--- config.mk ---
export PLATFORM = sky130hd
export DESIGN_NAME = hazard_unit
export DESIGN_NICKNAME = d
export VERILOG_FILES = /design/src/rtl/hazard_unit.sv
export SDC_FILE = /design/constraint.sdc
export NUM_CORES = 1
export LEC_CHECK = 0
export BUFFER_PORTS_ARGS = -buffer_cell sky130_fd_sc_hd__clkbuf_2
export CORE_ASPECT_RATIO = 1.2
export CORE_MARGIN = 2
export CORE_UTILIZATION = 40
export DETAILED_ROUTE_END_ITERATION = 6
export PLACE_DENSITY = 0.74
export SKIP_LAST_GASP = 1
export SYNTH_ARGS = -nofsm -noshare
export SYNTH_HDL_FRONTEND = slang
export SYNTH_SLANG_ARGS = --single-unit
--- constraint.sdc ---
create_clock -name clk -period 4.1 [get_ports clk]
set_clock_uncertainty 0.2 [all_clocks]
set_input_delay 0 -clock clk [delete_from_list [all_inputs] [get_ports clk]]
set_output_delay 0 -clock clk [all_outputs]
set_load 0.02 [all_outputs]
--- src/rtl/hazard_unit.sv ---
// hazard_unit: pipeline hazard controller (load-use stall, multi-cycle EX freeze,
// taken-branch flush) with saturating stall/flush event counters.
`default_nettype none

module hazard_unit #(
    parameter int CNT_W = 32
) (
    input  logic             clk,
    input  logic             reset,
    input  logic [4:0]       ID_rs1,
    input  logic [4:0]       ID_rs2,
    input  logic             ID_valid,
    input  logic             EX_MemRead,
    input  logic [4:0]       EX_rd,
    input  logic             EX_branch_taken,
    input  logic             EX_busy,
    output logic             PCWrite,
    output logic             IF_ID_Write,
    output logic             ID_EX_Write,
    output logic             ID_EX_Bubble,
    output logic             IF_ID_Flush,
    output logic             ID_EX_Flush,
    output logic [CNT_W-1:0] stall_count,
    output logic [CNT_W-1:0] flush_count
);

    localparam logic [2:0] S_INIT       = 3'd0;
    localparam logic [2:0] S_RUN        = 3'd1;
    localparam logic [2:0] S_LOAD_STALL = 3'd2;
    localparam logic [2:0] S_BUSY       = 3'd3;
    localparam logic [2:0] S_FLUSH      = 3'd4;

    logic [2:0]       state_q, state_d;
    logic [CNT_W-1:0] stall_count_q, stall_count_d;
    logic [CNT_W-1:0] flush_count_q, flush_count_d;

    logic load_use;
    logic in_init;
    logic branch_ev;
    logic busy_ev;
    logic lu_ev;

    assign load_use = ID_valid & EX_MemRead & (EX_rd != 5'd0) &
                      ((EX_rd == ID_rs1) | (EX_rd == ID_rs2));

    // Event resolution in priority order; the bubble just inserted masks load_use once.
    assign in_init   = (state_q == S_INIT);
    assign branch_ev = ~in_init & EX_branch_taken;
    assign busy_ev   = ~in_init & ~EX_branch_taken & EX_busy;
    assign lu_ev     = ~in_init & ~EX_branch_taken & ~EX_busy &
                       load_use & (state_q != S_LOAD_STALL);

    always_ff @(posedge clk or negedge reset) begin
        if (!reset) begin
            state_q       <= S_INIT;
            stall_count_q <= '0;
            flush_count_q <= '0;
        end else begin
            state_q       <= state_d;
            stall_count_q <= stall_count_d;
            flush_count_q <= flush_count_d;
        end
    end

    always_comb begin
        state_d = S_RUN;
        case (state_q)
            S_INIT: state_d = S_RUN;
            default: begin
                if (branch_ev)    state_d = S_FLUSH;
                else if (busy_ev) state_d = S_BUSY;
                else if (lu_ev)   state_d = S_LOAD_STALL;
                else              state_d = S_RUN;
            end
        endcase
    end

    always_comb begin
        stall_count_d = stall_count_q;
        flush_count_d = flush_count_q;
        if ((busy_ev | lu_ev) && (stall_count_q != '1))
            stall_count_d = stall_count_q + CNT_W'(1);
        if (branch_ev && (flush_count_q != '1))
            flush_count_d = flush_count_q + CNT_W'(1);
    end

    always_comb begin
        PCWrite      = 1'b1;
        IF_ID_Write  = 1'b1;
        ID_EX_Write  = 1'b1;
        ID_EX_Bubble = 1'b0;
        IF_ID_Flush  = 1'b0;
        ID_EX_Flush  = 1'b0;
        if (in_init) begin
            PCWrite      = 1'b0;
            IF_ID_Write  = 1'b0;
            ID_EX_Bubble = 1'b1;
        end else if (branch_ev) begin
            IF_ID_Flush  = 1'b1;
            ID_EX_Flush  = 1'b1;
        end else if (busy_ev) begin
            PCWrite      = 1'b0;
            IF_ID_Write  = 1'b0;
            ID_EX_Write  = 1'b0;
        end else if (lu_ev) begin
            PCWrite      = 1'b0;
            IF_ID_Write  = 1'b0;
            ID_EX_Bubble = 1'b1;
        end
    end

    assign stall_count = stall_count_q;
    assign flush_count = flush_count_q;

endmodule

`default_nettype wire

After elaboration in Yosys (flattened, before gate mapping)
Index checks and enable logic that the tools add are counted.

storage, ports and cells
  register bits after elaboration = 67
  input bits = 21
  output and inout port bits = 70
  word-level logic and storage cells = 45

operators by class
  $add $sub $neg = 2
  equal/unequal tests = 5
  muxes and demuxes = 17
  bitwise gates (word level) = 14
  reductions and logical operators = 4

operators by type and width
  cell                   count
  $add 32x1->32 const B  2
  $ne 32x32->1 const B   2
  $mux 1                 13
  $eq 5x5->1             2
  $and 1x1->1            9
  $mux 3                 2
  $reduce_bool 5->1      1
  $mux 2                 2
  $logic_not 3->1        1
  $ne 3x2->1 const B     1
  $not 1->1              3
  $logic_and 1x1->1      2
  $or 1x1->1             2

Logic depth before layout (Yosys ltp)
Gate-level depths: netlist (run 1).

  depth after elaboration = 10
  depth in mapped cells = 8
  mapped depth without buffers = 7

Worst setup path after synthesis (run 1)
No wires, ideal clock.

  kind = register to register
  from = reg stall_count_q[5], in the netlist stall_count[5]
  to = reg stall_count_q[25], in the netlist stall_count[25]
  library setup time = 0.135 ns
  arrival = 1.849 ns
  required time = 3.765 ns
  slack = 1.916 ns
  cell stages (with the launch flop) = 9
  buffers on the path = 1
  period minus slack after synthesis = 2.184 ns
  cells stage by stage = dfrtp_1 > and3_1 > nand4_1 > or3_1 > nor3_2 > or3b_1 > buf_6 > nor2_1 > xor2_1

between the ends
  cells in the longest elaborated chain, start to end = 2
  elaborated cells on any way between the ends = 3
  classes of those cells = add/sub (1); eq/ne (1); reduce/logical (1)

ends and longest elaborated chain
  what                                                                   line  source
  start: declaration                                                     34    logic [CNT_W-1:0] stall_count_q, stall_count_d;
  start signal: assignment                                               60    stall_count_q <= stall_count_d;
  parallel branches: the longest is 2 deep, another holds $add 32x1->32  -

Parallel ways; which one is timed is not known.
A chain may end at the register's enable or synchronous reset.

Worst setup path in the final report (run 1)
  from = reg flush_count_q[21], in the netlist flush_count[21]
  to = reg flush_count_q[11], in the netlist flush_count[11]

between the ends
  cells in the longest elaborated chain, start to end = 2

ends and longest elaborated chain
  what                      line  source
  start: declaration        35    logic [CNT_W-1:0] flush_count_q, flush_count_d;
  start signal: assignment  61    flush_count_q <= flush_count_d;
  $ne 32x32->1              83    if (branch_ev && (flush_count_q != '1))
  $logic_and 1x1->1         83

Every way passes these cells.

==> results by group, run 1 <==
Clock tree
  • Longest Clk Path Bufs: 2
  • Clk Latency, worst-skew pair: 0.34 ns
  • CTS tree: done
  • CTS Buf Count: 9
  • CTS Root Buffer Type: clkbuf_8
  • Reg clk slew, reported paths: ~0.080 ns
  • CTS Sinks: 67
  • H-tree Lvls: 3

Critical path
  • CP Depth: 7
  • Delay-heaviest family, CP: simple AND/OR/NAND/NOR gates
  • Crit-path cells: and4_1 > nand3_1 > nor4_1 > a21oi_1 > nand3_1 > nor2_1 > xor2_1
  • Worst Path Arrival: 2.63 ns
  • Critical Path End Type: register
  • Slowest CP cell: a21oi_1
  • Worst path bufs/invs: 0
  • Crit-path max FO: 11
  • CP most frequent cell: nand3_1
  • CP max stage delay: 0.66 ns
  • WP data required: 4.17 ns
  • Crit start category: register
  • R2R cell count: 7
  • Kind of critical path: register to register

Power
  • Clk pwr share: 0.373
  • Comb pwr share: 0.166
  • Leakage Power: 1.971 nW
  • Switching share of power: 0.3025
  • Peak VDD IR: 0.3521 mV
  • Sequential group share of total power: 0.461
  • Int Pwr: about 0.0012 W
  • PD cells: 423.9 nW/um2
  • Psw: 0.0005146 W

GRT
  • Vias in the first global route: 2351
  • Pin count of the biggest net entering global routing: 39
  • Initial antenna violation count: 0
  • Global route total overflow: 0
  • GRT Util Overall: 0.1600
  • Global Route met1 Usage: 0.1938
  • Met3 GRT Util: 0.05008
  • Gr busiest metal: met2
  • Met2 Usage GRT: 0.2692
  • First-pass GRT wire length: 10.85 mm

Placed design
  • DP Wirelength: 4.989 mm
  • Place WS: 1.581 ns
  • Placed Cells incl. Taps: between 400 and 500
  • Routability cong.: between 0.7 and 0.8
  • I/O Buffers: 90

Logic synthesis
  • Syn Inst Count: 297
  • Syn Nets: 320
  • Syn Area/Cell: 10.78 um2
  • #FFs+latches synth: 67
  • Ys async rst share: 1.000
  • Synth warn: 0
  • Post-synth top cells: dfrtp_1, xnor2_1, xor2_1, nand2_1, nand3_1
  • Most frequent cell after synthesis: dfrtp_1
  • Top cell type's share of synthesized area: 0.5234
  • Post-synthesis cell area: about 3200 um2
  • Post-synth EDFFs: 0
  • Post-synth top area cell: dfrtp_1
  • Cell variety after synth: 35
  • Synth Flop Type: dfrtp_1
  • Register area share after synthesis: 0.5234
  • Ranking of synthesized cells by area: dfrtp_1, xnor2_1, xor2_1

STA
  • Tmin final: 2.554 ns
  • Max-slew violations: 0
  • Setup ws final: 1.546 ns
  • F_max: 391.6 MHz
  • Fin Hold WS: 0.01076 ns
  • Worst-margin pin slew: 0.8312 ns
  • Final hold violation count: 0
  • Slew HR: 0.4458
  • TNS Setup: 0 ns
  • RSZ-0062 raised after global routing: false
  • Setup violations, final: 0
  • Tcrit/Tclk final: 0.6229

Die
  • Core Box Area: between 7000 and 8000 um2
  • Top Ports: 91
  • Die Span X: 85.69 um
  • Row count: 35
  • Die height: between 100 and 150 um
  • Die area: 8743 um2
  • Starting Density: 0.4156

Drt
  • Via Count: 2497
  • DR iter-0 viols: 47
  • Pre-antenna DRT Iters: 4
  • Mean number of vias per cell: 5.044
  • DRC: 0
  • WL per Instance: 13.56 um
  • Routed wire length: 6.713 mm
  • Post-DRT Antenna Nets: 0

Flow run
  • # Max-Cap Violations: 0

Final layout
  • Non-Filler Instances: 495
  • Final nets: 421
  • Area delta synth->final: 25.27%
  • Antenna cells: 0
  • Layout cells sized above 1: 0.3077

Worst hold path
  • Type of the worst min-delay path: input port to async pin

Status
  • Outcome: complete, no violations
final timing paths:
path / startpoint / endpoint / slack (ns)
worst max-delay path: flush_count[21] / flush_count[11] / 1.55
worst min-delay path: reset / state_q[2] / 0.01
worst max register to register: flush_count[21] / flush_count[11] / 1.55
worst min register to register: flush_count[8] / flush_count[8] / 0.30
max in group asynchronous: reset / stall_count[8] / 2.76
min in group clk: EX_rd[0] / state_q[1] / 0.08
cell type report:
cell class,count,area (um2)
Inverter,8,30.03
Fill cell,728,3695
Multi-Input combinational cell,217,1461
Clock inverter,7,107.6
Clock buffer,9,123.9
Sequential cell,67,1677
Timing Repair Buffer,95,498.0
Tap cell,92,115.1
power by group through the flow:
stage	Sequential (W)	Clock [W]	Combinational, W
2_1_floorplan	0.000853	0	0.000112
3_3_place_gp	0.000792	0	0.000279
3_5_place_dp	0.000795	0	0.000284
4_1_cts	0.000783	0.000654	0.000289
5_1_grt	0.000793	0.000688	0.000312
6_report	0.000784	0.000634	0.000283
layout by cell type, fill, tap and decap left out, types with 2 or more instances in the layout:
cell           count
clkbuf_8           9
inv_1              8
nor2_1            20
nor3_1             8
xnor2_1           41
nor4_1             3
o21ai_0            3
nand4_1           20
a21oi_1            2
ha_1               2
inv_6              2
nand2_1           24
or2_2              3
xor2_1            30
nor3_2             6
nand3_1           24
bufinv_16          2
clkbuf_2          89
dfrtp_1           67
and2_1             3
mux2_2             2
nor2_2             3
inv_8              2
or3_1              2
and4_1             2
and3_1             9
dlygate4sd3_1      4
stage by stage:
| stage | utilization | power (W) | cell area, um2 |
|---|---|---|---|
| floorplan | - | 0.0009651 | 3203 |
| global placement | 0.4854 | 0.001071 | 3741 |
| detailed placement | 0.4854 | 0.001079 | 3741 |
| CTS | 0.5206 | 0.001726 | 4013 |
| global route | 0.5206 | 0.001793 | 4013 |
| finish | 0.5206 | 0.001701 | 4013 |
timing repair:
item	CTS	global route
endpoints found under the hold margin	32	0
gates resized for setup	0	0
hold buffers	4	0
buffers inserted	0	0
registers in the layout (all words and copies together), names as in the netlist:
register     cells
state_q          3
flush_count     32
stall_count     32
metal layers:
layer	vias up	routed length, um	share of wire
li1	1219	-	-
met1	1199	2871	0.43
met2	72	3333	0.50
met3	7	426	0.063
met4	0	81	0.012
met5	-	0	0
cells by family (layout without fill, tap and decap cells):
family | Yosys count | after routing | share of synthesized area
buf+inv | 13 | 119 | 0.02031
flops | 67 | 67 | 0.5234
mux | 2 | 2 | 0.007031
fa+ha+maj | 2 | 2 | 0.007811
compound gates | 10 | 10 | 0.02578
simple gates | 132 | 132 | 0.2215
xor+xnor | 71 | 71 | 0.1941
worst reg2reg max path, stage by stage (launching register included):
cell,delay [ns]
dfrtp_1,0.45
and4_1,0.23
nand3_1,0.20
nor4_1,0.12
a21oi_1,0.66
nand3_1,0.29
nor2_1,0.18
xor2_1,0.15
Power figures use the tool's default switching activity.
==> run 2: changes to the inputs <==
- ABC_AREA: default -> 1
- PLACE_DENSITY: 0.74 -> 0.71
- clock period: 4.1 -> 2.5 ns (I/O delays scaled with it)
==> run 2 against run 1 <==
Effect of this change:
- via count grew 87%
- synthesized cell count grew 140%
- worst setup slack lost 1.4 ns
- final cell count grew 95%
- critical path depth grew 1
- critical path type is now register to output port
- global-route usage grew 4.9 points
- die area grew 44%
- final area grew 41%
- combinational power grew to 2.7 times the previous value
==> results by group, run 2 <==
Logic synthesis
  • Post-synth top cells: nand2_1, nor2_1, dfrtp_1, inv_1, nand3_1
  • Top cell type's share of synthesized area: 0.3588 (-0.1647)
  • Synth Flop Type: dfrtp_1
  • Cell variety after synth: 31 (-11%)
  • #FFs+latches synth: 67 (unchanged)
  • Syn Area/Cell: 6.676 um2 (-38%)
  • Post-synthesis cell area: 4673 um2 (+46%)
  • Syn Inst Count: 700 (+140%)
  • Ys async rst share: 1.000 (unchanged)
  • Post-synth EDFFs: 0 (unchanged)
  • Post-synth top area cell: dfrtp_1
  • Ranking of synthesized cells by area: dfrtp_1, nand2_1, nor2_1
  • Register area share after synthesis: 0.3588 (-0.1647)
  • Synth warn: 0 (unchanged)
  • Syn Nets: 723 (+130%)
  • Most frequent cell after synthesis: nand2_1

Final layout
  • Most common cell after layout, fill and taps aside: nand2_1
  • Non-Filler Instances: 965 (+95%)
  • Area delta synth->final: 20.91%
  • Commonest non-fill, non-tap cells in the layout: nand2_1, nor2_1, clkbuf_2
  • Final nets: 826 (+96%)
  • Antenna cells: 0 (unchanged)
  • Layout Cell Area excl Fill: 5650 um2 (+41%)
  • Layout cells sized above 1: 0.1856 (-0.1220)
  • Filler cells: 1165 (+60%)

Clock tree
  • CTS Buf Count: 9 (unchanged)
  • Clk Latency, worst-skew pair: 0.33 ns (about the same)
  • Reg clk slew, reported paths: 0.06 ns (-0.02 ns)
  • H-tree Lvls: 3 (unchanged)
  • CTS Root Buffer Type: clkbuf_16
  • CTS Sinks: 67 (unchanged)
  • CTS tree: done
  • Longest Clk Path Bufs: 2 (unchanged)

Die
  • Top Ports: 91 (unchanged)
  • Die area: 12570 um2 (+44%)
  • Core Box Area: 11460 um2 (+49%)
  • Die Span X: 102.7 um (+20%)
  • Die height: 122.4 um (+20%)
  • Row count: 43 (+23%)
  • Starting Density: 0.4078 (-0.007789)

STA
  • RSZ-0062 raised after global routing: true
  • Final hold violation count: 0 (unchanged)
  • Worst-margin pin slew: 1.002 ns (+0.1708 ns)
  • Tmin final: 2.400 ns
  • Fin Hold WS: 0.001578 ns (-0.009178 ns)
  • Tcrit/Tclk final: 0.9602
  • Slew HR: 0.3298 (-0.1161)
  • Max-slew violations: 0 (unchanged)
  • F_max: 416.6 MHz
  • Setup violations, final: 0 (unchanged)
  • Setup ws final: 0.09953 ns (-1.447 ns)

Critical path
  • Slowest CP cell: dlygate4sd3_1
  • Worst Path Arrival: 2.20 ns (-0.43 ns)
  • CP max stage delay: 0.56 ns (-0.10 ns)
  • Critical Path Start: state_q[2]
  • WP data required: 2.30 ns (-1.87 ns)
  • Kind of critical path: register to output port
  • Critical Path End Type: output port
  • Crit-path max FO: 3 (-8)
  • Reg-to-reg startpoint: state_q[2]
  • Crit start category: register
  • Crit-path cells: or2_1 > nand4_1 > dlygate4sd3_1 > a21oi_1 > nand2_1 > nand2_2 > nor2_1 > clkbuf_2

Drt
  • Via Count: 4681 (+87%)
  • Mean number of vias per cell: 4.851 (-3.8%)
  • WL per Instance: 12.82 um (-5.5%)
  • DRC: 0 (unchanged)
  • Routed wire length: 12.37 mm (+84%)
  • DR iter-0 viols: 200 (+330%)
  • Post-DRT Antenna Nets: 0 (unchanged)
  • Pre-antenna DRT Iters: 4 (unchanged)

Placed design
  • Placed instance area: 5263 um2 (+41%)
  • Routability cong.: 0.9278 (+16%)
  • I/O Buffers: 90 (unchanged)
  • Placed Cells incl. Taps: 940 (+98%)
  • DP Wirelength: 9.066 mm (+82%)
  • Place WS: 0.3329 ns (-1.248 ns)

Flow run
  • # Max-Cap Violations: 0 (unchanged)

GRT
  • Initial antenna violation count: 0 (unchanged)
  • GRT Util Overall: 0.2093 (+0.04935)
  • First-pass GRT wire length: 20.74 mm (+91%)
  • Vias in the first global route: 4384 (+86%)
  • Pin count of the biggest net entering global routing: 45 (+15%)
  • Global route total overflow: 0 (unchanged)

Worst hold path
  • Type of the worst min-delay path: input port to async pin

Power
  • Peak VDD IR: 0.7026 mV (+100%)
  • PD cells: 597.8 nW/um2 (+41%)
  • Leakage Power: 2.876 nW (+46%)
  • Total Power: 0.003378 W (+99%)

Status
  • Outcome: complete, no violations
[run 2: critical path: cells and delay by family (launching register included)]
kind	cells	cell delay (ns)
buf+inv	2	0.76
simple gates	5	0.71
flops	1	0.35
compound gates	1	0.06
[run 2: worst paths after layout]
path	slack (ns)	cells after the start	to
max	0.1	8	IF_ID_Write
min	0.002	3	stall_count[24]
max reg2reg	0.21	10	stall_count[28]
min reg2reg	0.34	2	stall_count[1]
max in group asynchronous	0.71	3	stall_count[23]
min in group clk	0.06	4	state_q[1]
[run 2: power by group]
part           switching, W  internal, W  total, W
Combinational      0.000502     0.000259  0.000761
Sequential         0.000152      0.00120   0.00135
Clock              0.000500     0.000768   0.00127
[run 2: area by class of cell]
type,count,area (um2),area share
clock buffers,9,225.2,0.03986
clock inverters,7,68.82,0.01218
inverters,59,224.0,0.03964
multi-input cells,558,2635,0.4663
flip-flops and latches,67,1677,0.2967
well taps,157,196.4,0.03477
repair buffers,108,624.3,0.1105
[run 2: kinds of logic after synthesis]
family,synth area share
fa+ha+maj,0.005354
compound gates,0.02865
simple gates,0.4680
xor+xnor,0.06185
buf+inv,0.07738
flops,0.3588
[run 2: what timing repair did]
action / CTS / global route
gates resized for setup: 0 / 1
endpoints found under the setup margin: 0 / 24
setup buffers: 0 / 0
hold buffers: 9 / 0
hold endpoints to repair: 69 / 0
[run 2: metal layers]
layer,up-vias,GRT usage,wire (um)
li1,2392,-,-
met1,2151,0.2496,5232
met2,106,0.3632,6343
met3,32,0.03531,415
met4,0,0.09750,376
met5,-,0,0
[run 2: metrics by stage]
step	utilization	TNS [ns]
global route	0.4931	-0.005146
finish	0.4931	0
detailed placement	0.4592	0
CTS	0.4927	0
floorplan	-	0
global placement	0.4592	0
